<file path="config.mk">
export PLATFORM = sky130hd
export DESIGN_NAME = shr_words
export DESIGN_NICKNAME = d
export VERILOG_FILES = /design/src/rtl/shr_words.sv
export SDC_FILE = /design/constraint.sdc
export NUM_CORES = 1
export LEC_CHECK = 0
export CAP_MARGIN = 30
export CORE_MARGIN = 4
export CORE_UTILIZATION = 37
export DETAILED_ROUTE_END_ITERATION = 8
export MAX_ROUTING_LAYER = met4
export PLACE_DENSITY_LB_ADDON = 0.12
export SKIP_LAST_GASP = 1
export SLEW_MARGIN = 20
export SYNTH_ARGS = -nofsm -noshare
export SYNTH_HDL_FRONTEND = slang
export SYNTH_SLANG_ARGS = --single-unit
</file>
<file path="constraint.sdc">
create_clock -name clk -period 3 [get_ports clk]
set_clock_uncertainty 0.15 [all_clocks]
set_input_delay 0.6 -clock clk [delete_from_list [all_inputs] [get_ports clk]]
set_output_delay 0.6 -clock clk [all_outputs]
set_load 0.005 [all_outputs]
</file>
<file path="src/rtl/shr_words.sv">
// Multi-word one-bit right shift (divide by two), word 0 most significant.
// One word per READ/WRITE pair, so in-place operation on a single memory is safe.
module shr_words #(
    parameter int OPW = 32,
    parameter int ADW = 8
) (
    input  logic           clk,
    input  logic           reset_n,
    input  logic           start,
    input  logic [ADW-1:0] length,
    input  logic           carry_in,
    output logic           ready,
    output logic           carry_out,
    output logic [ADW-1:0] opa_rd_addr,
    input  logic [OPW-1:0] opa_rd_data,
    output logic [ADW-1:0] opr_wr_addr,
    output logic [OPW-1:0] opr_wr_data,
    output logic           opr_wr_we
);

    typedef enum logic [1:0] {
        S_IDLE  = 2'd0,
        S_READ  = 2'd1,
        S_WRITE = 2'd2,
        S_DONE  = 2'd3
    } state_t;

    localparam logic [ADW-1:0] ONE = ADW'(1);

    state_t         r_state;
    state_t         w_state_nxt;
    logic [ADW-1:0] r_index;
    logic [ADW-1:0] r_len;
    logic           r_carry;
    logic           r_carry_out;
    logic           w_start_acc;
    logic           w_last;

    function automatic logic [OPW-1:0] shr1(input logic cin, input logic [OPW-1:0] word);
        return {cin, word[OPW-1:1]};
    endfunction

    assign w_start_acc = start && (r_state == S_IDLE);
    assign w_last      = (r_index == (r_len - ONE));

    always_ff @(posedge clk or negedge reset_n) begin
        if (!reset_n) begin
            r_state <= S_IDLE;
        end else begin
            r_state <= w_state_nxt;
        end
    end

    always_comb begin
        w_state_nxt = r_state;
        case (r_state)
            S_IDLE: begin
                if (w_start_acc) begin
                    w_state_nxt = (length == '0) ? S_DONE : S_READ;
                end
            end
            S_READ:  w_state_nxt = S_WRITE;
            S_WRITE: w_state_nxt = w_last ? S_DONE : S_READ;
            S_DONE:  w_state_nxt = S_IDLE;
            default: w_state_nxt = S_IDLE;
        endcase
    end

    // Index, length and carry only change on an accepted start or in WRITE/DONE,
    // so a start seen while busy cannot disturb a running shift.
    always_ff @(posedge clk or negedge reset_n) begin
        if (!reset_n) begin
            r_index     <= '0;
            r_len       <= '0;
            r_carry     <= 1'b0;
            r_carry_out <= 1'b0;
        end else begin
            if (w_start_acc) begin
                r_index <= '0;
                r_len   <= length;
                r_carry <= carry_in;
            end else if (r_state == S_WRITE) begin
                r_carry <= opa_rd_data[0];
                if (!w_last) begin
                    r_index <= r_index + ONE;
                end
            end
            if (r_state == S_DONE) begin
                r_carry_out <= r_carry;
            end
        end
    end

    always_comb begin
        ready       = (r_state == S_IDLE);
        carry_out   = r_carry_out;
        opa_rd_addr = '0;
        opr_wr_addr = '0;
        opr_wr_data = '0;
        opr_wr_we   = 1'b0;
        case (r_state)
            S_READ: begin
                opa_rd_addr = r_index;
            end
            S_WRITE: begin
                opr_wr_we   = 1'b1;
                opr_wr_addr = r_index;
                opr_wr_data = shr1(r_carry, opa_rd_data);
            end
            default: begin
                opa_rd_addr = '0;
            end
        endcase
    end

endmodule

</file>
Word-level counts from Yosys, hierarchy flattened
Index checks and enable logic that the tools add are counted.

Latch bits: 0. Input port bits: 44. Memories kept: 0. Logic and storage cells: 31. Bits in read-only memories: 0. Flip-flop bits (word level): 20. Output and inout bits: 51. RAM bits: 0.

Add/subtract/negate cells: 2. Eq/ne operators: 6. Shift operators: 0. Reduce and logical (&&, ||, !) cells: 5. Div/mod/pow operators: 0. $lt $le $gt $ge: 0. Muxes and demuxes: 13. Bitwise gates (word level): 0. Multiply operators: 0.

Operators with widths (number): $mux W8 (5); $mux W32 (1); $add A8 B1 Y8 const B (1); $eq A8 B8 Y1 (1); $logic_not A8 Y1 (1); $pmux W2 S4 (1); $sub A8 B1 Y8 const B (1); $mux W2 (3); $eq A2 B2 Y1 const B (2); $mux W1 (3); $eq A2 B1 Y1 const B (1); $logic_not A2 Y1 (1); $ne A2 B1 Y1 const B (1); $ne A2 B2 Y1 const B (1); $reduce_and A2 Y1 (1); $reduce_bool A2 Y1 (1); $logic_and A1 B1 Y1 (1).

Depth between registers and ports, before layout
Depth in word-level cells: 5. Gate-level depth with buffers: 9.

Least setup slack after synthesis
OpenSTA, ideal clock, no wires.

Path type: register to register. Start: reg r_len[2]. End: reg r_index[5]. Cell stages (with the launch flop): 8. Buffers on the path: 1. Setup time: 137 ps. Setup slack: 710 ps. Data arrival time: 2002 ps. Required time: 2713 ps. Cell sequence: dfrtp_1 or4_4 nor4b_2 o21bai_1 a2111oi_4 buf_6 nor3b_1 mux2i_1.

Word-level cells in the longest chain between the ends: 4.

RTL lines: start, declared (RTL line 33) `logic [ADW-1:0] r_len;`; start signal, assigned (RTL line 80) `r_len <= length;`; $sub A8 B1 Y8 (RTL line 44) `assign w_last = (r_index == (r_len - ONE));`; $eq A8 B8 Y1 (RTL line 44); $ne A2 B2 Y1 (no source line); $reduce_and A2 Y1 (no source line); end signal, assigned (RTL line 85) `r_index <= r_index + ONE;`; end, declared (RTL line 32) `logic [ADW-1:0] r_index;`.

Every way passes these cells. A chain may end at the register's enable or synchronous reset.

Worst setup path in the final report
Start: reg r_state[0]. End: out opr_wr_data[10].

Word-level cells in the longest chain between the ends: 2.

RTL lines: start, declared (RTL line 30) `state_t r_state;`; start signal, assigned (RTL line 50) `r_state <= w_state_nxt;`; $eq A2 B2 Y1 (RTL line 101) `case (r_state)`; $mux W32 (RTL line 101); end, declared (RTL line 17) `output logic [OPW-1:0] opr_wr_data,`.

Every way passes these cells.

==> results.cfg <==
[clocking]
cts_tree = built
clkTransAtPathRegs_ns = 0.07
cts_setup_buffers = 0
clock_path_buffers = 2
cts_root_buf = clkbuf_8
cts-hold-fix-buffers = 0
h-tree-depth = 1
clk_latency_ns = 0.26
ctsResizeCount = 0
clock_sinks = 20
numCtsBuffers = 3

[timing]
final_hold_viol_count = 0
worst_slack_ns = 0.3371
rsz0062_at_grt = false
setup_viol_count_final = 0
tns_ns = 0
slew_viol_final = 0
slew_headroom_pct = 66.48
period_needed_ns = 2.663
fin_crit_sh_pct = 88.76
worst_pin_slew_ns = 0.5016
fmax_ghz = 0.3755

[power_and_ir_drop]
power_per_cell_area_mw_per_mm2 = 665.0
report.power.total_mw = 1.692
worst_ir_drop_vdd_v = 0.0003537
p_leak_nw = 1.033

[synthesis]
yosys_register_bits = 20
synth.area.top_cells = dfrtp_1, and2_1, nand2_1
synth_top_flop_cell = dfrtp_1
synth_area_leader_cell = dfrtp_1
synth_area_sq_mm = 0.001484
ys.warnings.count = 0
synth_edf_count = 0
yosysMostFrequentCell = and2_1
synth.avg_cell_area_sq_um = 8.198
yosysTopAreaCellShare_pct = 33.73
synth_top_cells_by_count = and2_1, nand2_1, dfrtp_1, clkbuf_1, nor2_1
postSynthCellCount = 181
ys_seq_area_share_pct = 33.73
syn_nets = 227
ys_types = 37
synthArstFlopShare_pct = 100.0

[global_route]
grt_pass1_wl_microns = 7169
grt_pass1_vias = 1552
grt_overflow = 0
antenna_found_initial = 0
grt_max_degree = 25
grt.total_usage_pct = 17.96

[setup_path]
crit_path_cell_trace = nand2b_1, inv_1, buf_4, and2_1, clkdlybuf4s50_1
worstPathArrival_ns = 1.91
cp-end-kind = output port
path_class = register to output port
path_max_fanout = 24
crit_slowest_cell = clkdlybuf4s50_1
required_ns = 2.25
critPathLaunchType = register
crit_family = buffers and inverters
worst-path-buf-inv = 3
critPathMaxStageDelay_ns = 0.52

[hold_path]
hp-class = register to register

[floorplanning]
rows = 22
chipWidth_microns = 71.33
start_util_pct = 39.35
dieArea_sq_mm = 0.005088
io_pins = 95
die_y_microns = 71.33
core_area_sq_mm = 0.003771

[route]
vias = 1547
firstDrtPassIters = 4
viasPerCell = 4.804
routed_wl_microns = 4337
drtAntennaViolNets = 0
remaining_drc_errors = 0
wl_per_cell_microns = 13.47
drt_iter0_markers = 138

[placement]
hpwl_microns = 3545
io_buffers = 94
pre_cts_ws_ns = 0.4439
routabilityCongestion = 0.8363

[finish]
insertedDiodeCount = 0
nNetsFinal = 321
area_delta_synth_final_pct = 71.50
final_layout_size_suffix_gt1_share_pct = 5.109

[status]
status = complete, no violations

[job]
drv_cap = 0
-- cells by family (layout without fill, tap and decap cells) --
| kind of cell | count (synthesis) | after routing | share of synthesized area (%) |
|---|---|---|---|
| AOI/OAI and AO/OA | 18 | 18 | 9.021 |
| xor gates and xnor gates | 12 | 12 | 7.083 |
| buffers and inverters | 15 | 108 | 4.300 |
| adders and majority gates | 2 | 2 | 1.686 |
| and+or+nand+nor | 109 | 109 | 40.73 |
| muxes | 5 | 5 | 3.457 |
| DFF | 20 | 20 | 33.73 |
-- cells in the final DEF, fill, tap and decap left out, drive strengths merged --
cell | synthesis | routed
and3 | 1 | 1
a2111oi | 1 | 1
a22oi | 1 | 1
nor4b | 2 | 2
nand4 | 2 | 2
and2 | 48 | 48
nand2b | 1 | 1
clkbuf | 8 | 3
xor2 | 6 | 6
o21bai | 1 | 1
nor3b | 2 | 2
xnor2 | 6 | 6
ha | 2 | 2
nor3 | 3 | 3
mux2 | 1 | 1
a31oi | 2 | 2
nor2b | 1 | 1
nor4 | 2 | 2
or4 | 1 | 1
a21oi | 2 | 2
a221oi | 1 | 1
nor2 | 8 | 8
nor4bb | 1 | 1
buf | 1 | 4
mux2i | 4 | 4
o31ai | 2 | 2
o211ai | 2 | 2
or3 | 2 | 2
nand2 | 32 | 32
inv | 6 | 6
dfrtp | 20 | 20
o21ai | 6 | 6
bufinv | 0 | 1
nand3 | 3 | 3
clkdlybuf4s50 | 0 | 94
-- per-stage QoR --
| step | cells | utilization [%] | cell area (sq um) | hold slack, ns |
|---|---|---|---|---|
| floorplan | 181 | - | 1484 | 0.1544 |
| global placement | 318 | 65.59 | 2474 | 0.3340 |
| detailed placement | 318 | 65.59 | 2474 | 0.3428 |
| CTS | 322 | 67.49 | 2545 | 0.3623 |
| global route | 322 | 67.49 | 2545 | 0.4007 |
| finish | 322 | 67.49 | 2545 | 0.3578 |
-- state kept, by name (all words and copies together) (netlist names) --
signal,flops
r_index,8
r_state,2
carry_out,1
r_len,8
r_carry,1
-- metal layers --
layer  vias to the layer above  routed length [microns]  global-route usage [%]
li1                        784                        -                       -
met2                        66                     2038                   28.37
met4                         0                       56                   5.010
met3                         4                      307                   3.787
met5                         -                        0                       -
met1                       693                     1935                   23.25
-- area by class of cell --
cell class	instances	area [sq um]
fillers	325	1226
clock inverters	1	30.03
well taps	48	60.06
inverters	6	22.52
multi-input cells	146	919.6
clock buffers	3	41.29
repair buffers	98	970.9
flip-flops and latches	20	500.5
-- worst paths after layout --
path | startpoint | to | slack [ns] | cells after the start
worst max-delay path | r_state[0] | opr_wr_data[10] | 0.34 | 5
worst min-delay path | r_len[7] | r_len[7] | 0.36 | 2
worst max register to register | r_len[0] | r_index[7] | 0.43 | 9
worst min register to register | r_len[7] | r_len[7] | 0.36 | 2
max in group asynchronous | reset_n | r_carry | 1.96 | 2
min in group asynchronous | reset_n | r_index[1] | 0.53 | 2
-- power by group --
part / internal [mW] / switching (mW)
Clock: 0.178 / 0.0890
Combinational: 0.518 / 0.418
Sequential: 0.362 / 0.127
-- tightest hold or removal path: cells and delay by family (launching register included) --
family,cells,cell delay (ns)
flops,1,0.37
simple gates,2,0.12
Note: power is estimated with default switching activity, not from simulation.
